$ cat src/rtl/vxe_mem_hub_mas_ds_gen.sv
// rtl/vxe_mem_hub_mas_ds_gen.sv - master-port downstream response router with per-client FIFOs
// Status/data words are steered by client id into per-client FIFOs, each drained by a valid/ready stage.

module vxe_mem_hub_mas_ds_gen_fifo #(
  parameter int W  = 8,
  parameter int AW = 2
) (
  input  logic          clk,
  input  logic          nrst,
  input  logic          push_i,
  input  logic [W-1:0]  push_data_i,
  input  logic          rdy_i,
  output logic [W-1:0]  data_o,
  output logic          wr_o,
  output logic [AW:0]   cnt_o
);
  localparam int D = 1 << AW;

  logic [W-1:0] mem_q [D];
  logic [AW:0]  wp_q, rp_q;
  logic [W-1:0] data_q;
  logic         wr_q;
  logic         empty, full, pop;

  assign empty  = (wp_q == rp_q);
  assign full   = (wp_q[AW-1:0] == rp_q[AW-1:0]) && (wp_q[AW] != rp_q[AW]);
  // Refill the output register whenever it is free or being drained this cycle.
  assign pop    = !empty && (!wr_q || rdy_i);
  assign cnt_o  = wp_q - rp_q;
  assign data_o = data_q;
  assign wr_o   = wr_q;

  always_ff @(posedge clk) begin
    if (push_i) mem_q[wp_q[AW-1:0]] <= push_data_i;
  end

  always_ff @(posedge clk or negedge nrst) begin
    if (!nrst) begin
      wp_q   <= '0;
      rp_q   <= '0;
      data_q <= '0;
      wr_q   <= 1'b0;
    end else begin
      if (push_i) wp_q <= wp_q + (AW+1)'(1);
      if (pop) begin
        rp_q   <= rp_q + (AW+1)'(1);
        data_q <= mem_q[rp_q[AW-1:0]];
        wr_q   <= 1'b1;
      end else if (wr_q && rdy_i) begin
        wr_q <= 1'b0;
      end
    end
  end

  a_no_overflow: assert property (@(posedge clk) disable iff (!nrst) !(push_i && full));
endmodule

module vxe_mem_hub_mas_ds_gen #(
  parameter int NCLIENTS = 3,
  parameter int DATA_W   = 64,
  parameter int RSS_W    = 9,
  parameter int CID_W    = 2,
  parameter int FIFO_AW  = 2
) (
  input  logic                         clk,
  input  logic                         nrst,
  input  logic                         i_m_rss_vld,
  input  logic [RSS_W-1:0]             i_m_rss,
  output logic                         o_m_rss_rd,
  input  logic                         i_m_rsd_vld,
  input  logic [DATA_W-1:0]            i_m_rsd,
  output logic                         o_m_rsd_rd,
  input  logic [NCLIENTS-1:0]          i_cl_rss_rdy,
  output logic [NCLIENTS*RSS_W-1:0]    o_cl_rss,
  output logic [NCLIENTS-1:0]          o_cl_rss_wr,
  input  logic [NCLIENTS-1:0]          i_cl_rsd_rdy,
  output logic [NCLIENTS*DATA_W-1:0]   o_cl_rsd,
  output logic [NCLIENTS-1:0]          o_cl_rsd_wr,
  output logic [7:0]                   o_bad_cid_cnt
);
  localparam logic [FIFO_AW:0] STALL_LVL = (FIFO_AW+1)'((1 << FIFO_AW) - 1);

  typedef enum logic [1:0] {IDLE, READ, STALL} state_e;

  state_e              state_q;
  logic                rss_rd_q, rsd_rd_q;
  logic                hold_vld_q, hold_vld_d, hold_ld;
  logic [DATA_W-1:0]   hold_q, d_data;
  logic [7:0]          bad_cnt_q;
  logic [NCLIENTS-1:0] s_push, d_push, lvl_hi;
  logic [CID_W-1:0]    cid;
  logic                cid_ok, rnw, rss_acc, rsd_acc, stall;

  assign cid     = i_m_rss[RSS_W-1 -: CID_W];
  assign cid_ok  = 32'(cid) < 32'(NCLIENTS);
  assign rnw     = i_m_rss[2];
  assign rss_acc = i_m_rss_vld && rss_rd_q;
  assign rsd_acc = i_m_rsd_vld && rsd_rd_q;
  assign stall   = |lvl_hi;

  assign o_m_rss_rd    = rss_rd_q;
  assign o_m_rsd_rd    = rsd_rd_q;
  assign o_bad_cid_cnt = bad_cnt_q;

  // Data taken without a matching read status belongs to a later read and is parked in hold.
  always_comb begin
    s_push     = '0;
    d_push     = '0;
    d_data     = i_m_rsd;
    hold_ld    = 1'b0;
    hold_vld_d = hold_vld_q;
    for (int c = 0; c < NCLIENTS; c++) begin
      if (rss_acc && cid_ok && (cid == CID_W'(c))) begin
        s_push[c] = 1'b1;
        if (rnw && (hold_vld_q || rsd_acc)) d_push[c] = 1'b1;
      end
    end
    if (rss_acc && cid_ok && rnw) begin
      if (hold_vld_q) begin
        d_data     = hold_q;
        hold_vld_d = 1'b0;
      end
    end else if (rsd_acc) begin
      hold_ld    = 1'b1;
      hold_vld_d = 1'b1;
    end
  end

  always_ff @(posedge clk or negedge nrst) begin
    if (!nrst) begin
      state_q    <= IDLE;
      rss_rd_q   <= 1'b0;
      rsd_rd_q   <= 1'b0;
      hold_vld_q <= 1'b0;
      hold_q     <= '0;
      bad_cnt_q  <= '0;
    end else begin
      hold_vld_q <= hold_vld_d;
      if (hold_ld) hold_q <= i_m_rsd;
      if (rss_acc && !cid_ok && (bad_cnt_q != 8'hff)) bad_cnt_q <= bad_cnt_q + 8'd1;
      case (state_q)
        IDLE: begin
          if (i_m_rss_vld) begin
            state_q  <= READ;
            rss_rd_q <= 1'b1;
            rsd_rd_q <= 1'b1;
          end
        end
        READ: begin
          if (stall) begin
            state_q  <= STALL;
            rss_rd_q <= 1'b0;
            rsd_rd_q <= 1'b0;
          end else begin
            rss_rd_q <= 1'b1;
            rsd_rd_q <= !hold_vld_d;
          end
        end
        STALL: begin
          if (!stall) begin
            state_q  <= READ;
            rss_rd_q <= 1'b1;
            rsd_rd_q <= !hold_vld_d;
          end
        end
        default: state_q <= IDLE;
      endcase
    end
  end

  for (genvar c = 0; c < NCLIENTS; c++) begin : g_cl
    logic [FIFO_AW:0] s_cnt, d_cnt;

    vxe_mem_hub_mas_ds_gen_fifo #(.W(RSS_W), .AW(FIFO_AW)) u_rss_fifo (
      .clk         (clk),
      .nrst        (nrst),
      .push_i      (s_push[c]),
      .push_data_i (i_m_rss),
      .rdy_i       (i_cl_rss_rdy[c]),
      .data_o      (o_cl_rss[c*RSS_W +: RSS_W]),
      .wr_o        (o_cl_rss_wr[c]),
      .cnt_o       (s_cnt)
    );

    vxe_mem_hub_mas_ds_gen_fifo #(.W(DATA_W), .AW(FIFO_AW)) u_rsd_fifo (
      .clk         (clk),
      .nrst        (nrst),
      .push_i      (d_push[c]),
      .push_data_i (d_data),
      .rdy_i       (i_cl_rsd_rdy[c]),
      .data_o      (o_cl_rsd[c*DATA_W +: DATA_W]),
      .wr_o        (o_cl_rsd_wr[c]),
      .cnt_o       (d_cnt)
    );

    assign lvl_hi[c] = (s_cnt >= STALL_LVL) || (d_cnt >= STALL_LVL);
  end

  a_rd_has_data: assert property (@(posedge clk) disable iff (!nrst)
    !(rss_acc && cid_ok && rnw && !hold_vld_q && !rsd_acc));
endmodule

$ cat config.mk
export PLATFORM = sky130hd
export DESIGN_NAME = vxe_mem_hub_mas_ds_gen
export DESIGN_NICKNAME = d
export VERILOG_FILES = /design/src/rtl/vxe_mem_hub_mas_ds_gen.sv
export SDC_FILE = /design/constraint.sdc
export NUM_CORES = 1
export LEC_CHECK = 0
export CAP_MARGIN = 20
export CORE_MARGIN = 5
export CORE_UTILIZATION = 50
export DETAILED_ROUTE_END_ITERATION = 16
export PLACE_DENSITY = 0.67
export REMOVE_ABC_BUFFERS = 1
export SYNTH_ARGS = -nofsm -noshare
export SYNTH_HDL_FRONTEND = slang
export SYNTH_SLANG_ARGS = --single-unit
$ cat constraint.sdc
create_clock -name clk -period 4.17 [get_ports clk]
set_input_delay 1.251 -clock clk [delete_from_list [all_inputs] [get_ports clk]]
set_output_delay 1.251 -clock clk [all_outputs]
set_load 0.005 [all_outputs]
## Yosys cells after proc, flatten, opt, wreduce, memory -nomap -nowiden

Memories as Yosys holds them, arrays and structs flattened. A register that Yosys moved wholly into a read port is not among the register bits.
Cells that the tools add are included.

| word-level totals | value |
|---|---|
| bits in writable memories | 876 |
| input port bits | 83 |
| output and inout bits | 235 |
| logic and storage cells | 182 |
| register bits after elaboration | 119 |
| bits in latches | 0 |
| bits in read-only memories | 0 |
| memories kept | 6 |

Memory list:

| name | words | bits a word | read ports | clocked after memory_dff | wr ports | RTL line | source |
|---|---|---|---|---|---|---|---|
| g_cl[0].u_rsd_fifo.mem_q | 4 | 64 | 1 | 1 | 1 | 19 | `logic [W-1:0] mem_q [D];` |
| g_cl[1].u_rsd_fifo.mem_q | 4 | 64 | 1 | 1 | 1 | 19 |  |
| g_cl[2].u_rsd_fifo.mem_q | 4 | 64 | 1 | 1 | 1 | 19 |  |
| g_cl[0].u_rss_fifo.mem_q | 4 | 9 | 1 | 1 | 1 | 19 |  |
| g_cl[1].u_rss_fifo.mem_q | 4 | 9 | 1 | 1 | 1 | 19 |  |
| g_cl[2].u_rss_fifo.mem_q | 4 | 9 | 1 | 1 | 1 | 19 |  |

| cells by class | value |
|---|---|
| multiply operators | 0 |
| add/sub/neg operators | 19 |
| muxes and demuxes | 48 |
| reduce and logical (&&, ||, !) cells | 64 |
| equal/unequal tests | 14 |
| div/mod/pow operators | 0 |
| bitwise gates (word level) | 0 |
| shift operators | 0 |
| order comparisons | 7 |

Operators by type and width:

| cell | number |
|---|---|
| $mux W64 | 2 |
| $mux W1 | 40 |
| $add A3 B1 Y3 const B | 12 |
| $logic_and A1 B1 Y1 | 22 |
| $logic_not A1 Y1 | 20 |
| $eq A3 B3 Y1 | 6 |
| $ge A3 B2 Y1 const B | 6 |
| $sub A3 B3 Y3 | 6 |
| $reduce_bool A2 Y1 | 6 |
| $logic_or A1 B1 Y1 | 10 |
| $add A8 B1 Y8 const B | 1 |
| $ne A8 B8 Y1 const B | 1 |
| $mux W2 | 3 |
| $ne A2 B2 Y1 const B | 3 |
| $pmux W1 S3 | 2 |
| $pmux W2 S3 | 1 |
| $reduce_and A3 Y1 | 2 |
| $eq A2 B1 Y1 const B | 2 |
| $eq A2 B2 Y1 const B | 2 |
| $logic_not A2 Y1 | 2 |
| $reduce_bool A3 Y1 | 1 |
| $reduce_or A3 Y1 | 1 |
| $lt A2 B2 Y1 const B | 1 |

## Logic depth before layout (Yosys ltp)

| logic depth | value |
|---|---|
| word-level depth | 7 |
| gate-level depth with buffers | 9 |
| depth with buffers taken out | 9 |

## Modules after synthesis

Synthesis repeated with hierarchy kept, for this count alone.

| unflattened totals | value |
|---|---|
| cell total of the unflattened synthesis | 2128 |
| area total of the unflattened synthesis | 46853.7 sq um |

Modules (own cells, without submodules):

| module | cells an instance | area each (sq um) | seq. area each (sq um) | times used |
|---|---|---|---|---|
| vxe_mem_hub_mas_ds_gen_fifo (g_cl[0].u_rsd_fifo ...) | 508 | 12164.2 | 9464.1 | 3 |
| vxe_mem_hub_mas_ds_gen_fifo (g_cl[0].u_rss_fifo ...) | 105 | 2144.6 | 1481.4 | 3 |
| vxe_mem_hub_mas_ds_gen | 289 | 3927.5 | 1926.8 | 1 |

## Worst setup path before layout

OpenSTA, ideal clock, no wires.

| path | value |
|---|---|
| kind | input to register |
| start | input port i_m_rsd_vld |
| end | memory g_cl[1].u_rsd_fifo.mem_q[3][0] (netlist name) (enable) |
| setup time | 0.430 ns |
| data required time | 3.740 ns |
| path buffers | 0 |
| arrival time | 3.475 ns |
| path slack | 0.265 ns |
| stages | 4 |
| cell sequence | a21oi_1 -> nand2b_1 -> nor3_1 -> and2_1 |

| on the way | value |
|---|---|
| word-level cells in the longest chain between the ends | 7 |

Ends and longest elaborated chain:

| what | RTL line | source |
|---|---|---|
| start, declared | 70 | `input logic i_m_rsd_vld,` |
| $logic_and A1 B1 Y1 | 98 | `assign rsd_acc = i_m_rsd_vld && rsd_rd_q;` |
| $logic_or A1 B1 Y1 | 115 | `if (rnw && (hold_vld_q \|\| rsd_acc)) d_push[c] = 1'b1;` |
| $logic_and A1 B1 Y1 | 115 |  |
| $mux W1 | 115 |  |
| $mux W1 | 113 | `if (rss_acc && cid_ok && (cid == CID_W'(c))) begin` |
| $mux W1 | 34 | `if (push_i) mem_q[wp_q[AW-1:0]] <= push_data_i;` |
| $mux W1 (implied by the code) | 34 |  |
| end, declared | 19 |  |

Every way passes these cells.

## Worst setup path after layout

| path | value |
|---|---|
| start | register rss_rd_q, in the netlist o_m_rss_rd |
| end | output port o_m_rss_rd |

RTL lines:

| what | RTL line | source |
|---|---|---|
| start, declared | 86 | `logic rss_rd_q, rsd_rd_q;` |
| start signal, assigned | 132 | `rss_rd_q <= 1'b0;` |
| start signal, assigned | 145 | `rss_rd_q <= 1'b1;` |
| start signal, assigned | 152 | `rss_rd_q <= 1'b0;` |
| end, declared | 69 | `output logic o_m_rss_rd,` |

No word-level cell between the ends.

==> impl_summary.md <==
Timing
The final period demand of the worst path is ~3.1 ns. Headroom to the max-slew limit came out at 25.4%. The final count of hold timing violations was 0. Of the available clock period, the critical path in the final layout requires about three quarters. The max-slew violation total from the final report was 0. For the pin with the worst max-slew slack, the measured transition is approximately 1.1 ns.

The final number of setup-violating endpoints is 0. For the final database, setup skew stands at about 0.036 ns. The highest achievable clock rate is 320 MHz. The minimum setup slack in the final design is between 1 and 1.5 ns. Setup repair after global routing left no endpoint under its margin.

Layout
In the final layout, the share of cells above drive strength 1 is 20.4%. The count of non-filler cells in the finished layout is 3844. The area growth from synthesis to final layout is 20.9%. Summing all multi-input logic gate instances after layout gives 11000 sq um. The sequential cells in the finished layout cover a total of between 30000 and 40000 sq um. The library cell used most frequently in the layout, excluding fill and tap cells, is edfxtp_1. The top cell types in the final layout, fill and taps aside, are 876 x edfxtp_1, 336 x mux2_1, 332 x dfrtp_1.

Fill cells in the final layout number around 6.3k. In the final design database the tool counted 2688 nets.

Critical path
For flop-to-flop paths, the worst setup slack is around 1.1 ns. Traced cell by cell, the critical path runs through clkdlybuf4s50_1. The type of element launching the critical path is a register. The endpoint arrival time on the critical path is about 1.9 ns. The largest single stage delay on the critical path is between 0.6 and 0.7 ns.

The highest-delay cell along the critical path is clkdlybuf4s50_1. The worst path required time is between 2 and 3 ns. The setup path with the least slack is of type reg2out.

The number of buffer and inverter stages on the critical path is 1. The endpoint type of the worst setup path is a primary output. Along the worst path, the maximum fanout reaches 9.

On the critical path the largest part of the delay comes from buffers and inverters.

Route
The total number of vias is between 20k and 25k. For this run, the detailed router's first-pass iteration total came to 5. The remaining number of nets flagged by the antenna check after routing is 0. The average wire length per cell after detail routing is 28.3 um. The wire length reported by the detailed router is 109000 um.

The first-iteration detailed-routing DRC count is 1780. In the routed design, unresolved DRC markers number 0. Dividing the detail-routed via count by the number of cells gives 5.76.

Global route
The overall track demand over capacity in global routing is approximately 22%. The number of antenna violations at the first check in global routing is 11. The number of global-route vias before repair came to between 20k and 25k. The pin count of the biggest net entering global routing is 97. For this run the aggregate overflow at the end of global routing stands at 0. The wire length of the first global-routing pass is about 160000 um.

Clocking
After clock tree synthesis, the clock-pin slew on the worst setup and hold paths is about 0.06 ns. The clock latency of the later-clocked register in the worst-skew pair is 0.70 ns. The cell sitting at the root of the clock tree is a clkbuf_16. The number of hold buffers added after CTS is 0. The maximum buffer depth of the clock tree is 3. The level count of the clock H-tree is 3. The number of setup buffers added after CTS is 0.

The number of buffers inserted during clock tree synthesis is 118. The clock tree from TritonCTS is yes. The count of instances resized after the clock tree is built is 0. Counting every sink on the clock net gives around 1.2k.

Place
The number of port buffers is around 320. Summed over all nets, the half-perimeter wirelength after detailed placement is approximately 67000 um. Before CTS, the worst setup slack after placement is slightly below 0.5 ns. The placer congestion estimate is about 0.76. The number of placed instances, taps included, is 3616.

Floorplanning
The floorplan step set the die width to between 300 and 400 um. The top-level I/O count is ~320. After floorplanning, the core was divided into 111 placement rows.

The floorplan step set the die height to 314 um. The effective utilization at floorplan is about half. The standard cell core area is between 90000 and 100000 sq um. The floorplan step defined a die boundary enclosing about 100000 sq um.

Synth
The gate count after technology mapping is 2133. The average cell area after synthesis is approximately 22 sq um. The register bit count reported by yosys is between 1k and 1.5k. The synthesized netlist occupies a cell area of between 40000 and 50000 sq um.

After synthesis, flip-flops and latches occupy approximately three quarters of the total area. Yosys printed 0 warnings. Yosys mapped the design onto 44 distinct sky130hd cell types.

Job
The tool flagged a number of max-cap violations equal to 0.

Power and ir drop
Summed over all cells, the static leakage comes to about 20 nW. The post-layout total power is 0.0398 W. The worst vdd rail ir drop is approximately 470 uV. The power per cell area is 713 nW/um^2.

Run status
The run finished with clean final reports.

Worst hold path
The tightest min-delay check is of the reg2reg type.
-- metal layers --
layer  GRT usage, %  part of all wire (%)
met2           37.0                    50
met5              0                     0
met1           30.2                    40
met4           5.68                   2.4
met3           4.94                   7.7
-- synth_stat cells --
master     count  share of area, %
o31ai_1        1             0.016
nand3_1        8             0.087
o21bai_1       1             0.016
and2b_4        3             0.065
clkbuf_1      41              0.33
nor3_1         4             0.043
mux2_2        19              0.46
nand2b_1       8              0.11
nand4_1        6             0.081
and4_1         2             0.038
mux2_4         1             0.032
xor2_1        19              0.36
a21boi_4       1             0.041
nor3_2         2             0.043
mux4_2       219                11
and3_1         3             0.041
buf_1          1            0.0081
o22a_1         1             0.019
nand4_2        1             0.027
nor4b_2        1             0.032
a2111oi_4      1             0.060
and2_1        26              0.35
xnor2_1       18              0.34
buf_2         43              0.47
nor2_2         1             0.014
mux2_1       336               8.2
inv_1         32              0.26
edfxtp_1     876                57
and2b_2        2             0.038
xnor3_1        6              0.29
ha_1          48               1.3
a21oi_1        4             0.043
o21ai_1        7             0.076
nand2_1       21              0.17
nor2_1        10             0.081
o21ai_0        3             0.032
buf_4          6             0.098
a21oi_2        1             0.019
o21a_1         1             0.016
mux2i_1        1             0.022
dfrtp_1      338                18
fa_1           6              0.26
a41oi_1        3             0.057
and2b_1        1             0.016
-- cell families (layout without fill, tap and decap cells) --
family,count (synthesis),after routing,synth area share (%)
AOI/OAI and AO/OA,24,24,0.396
xor gates and xnor gates,43,43,0.994
adders and majority gates,54,54,1.56
buffers and inverters,123,646,1.16
DFF,1214,1214,75.3
muxes,576,576,19.4
other,0,2,0
and+or+nand+nor,99,99,1.24
-- power breakdown --
part | switching [W] | internal (W) | leakage, nW
sequential | 0.00153 | 0.0152 | 11.8
combinational | 0.00544 | 0.00634 | 5.72
clock | 0.00452 | 0.00681 | 2.08
total | 0.0115 | 0.0283 | 19.6
-- through the flow --
stage                     hold WS, ns  TNS, ns  area [sq um]  util [%]
final                           0.478        0         55800      60.9
after global routing            0.492        0         55800      60.9
after CTS                       0.480        0         55800      60.9
after detailed placement        0.467        0         51600      56.3
after global placement          0.460        0         51600      56.3
after floorplan                 0.450  -508.65         45800         -
-- sequential cells by signal, summed over array words and instances, names as in the netlist, 8 cells and up --
register	flops
g_cl.u_rss_fifo.rp_q	9
g_cl.u_rsd_fifo.wp_q	9
g_cl.u_rsd_fifo.data_o	192
g_cl.u_rsd_fifo.mem_q	768
g_cl.u_rss_fifo.data_o	27
g_cl.u_rss_fifo.wp_q	9
g_cl.u_rsd_fifo.rp_q	9
g_cl.u_rss_fifo.mem_q	108
o_bad_cid_cnt	8
hold_q	64
-- path summary, 6_finish.rpt --
| path | startpoint | to | depth (start not counted) |
|---|---|---|---|
| hold / removal | hold_q[59] | hold_q[59] | 1 |
| setup reg to reg | g_cl[2].u_rsd_fifo.rp_q[0] | o_m_rsd_rd | 8 |
| max in group asynchronous | nrst | hold_q[3] | 2 |
| setup / recovery | o_m_rss_rd | o_m_rss_rd | 1 |
| min in group asynchronous | nrst | g_cl[1].u_rsd_fifo.data_o[8] | 1 |
| hold reg to reg | hold_q[59] | hold_q[59] | 1 |
-- area by class of cell --
| type | instances | share of cell area, % |
|---|---|---|
| Clock buffer | 150 | 5.80 |
| Tap cell | 1186 | 2.66 |
| Inverter | 32 | 0.215 |
| Clock inverter | 75 | 1.75 |
| Multi-Input combinational cell | 796 | 19.6 |
| Timing Repair Buffer | 389 | 7.64 |
| Sequential cell | 1214 | 62.3 |
| Antenna cell | 2 | 0.00896 |
(Power assumes the default switching activity.)
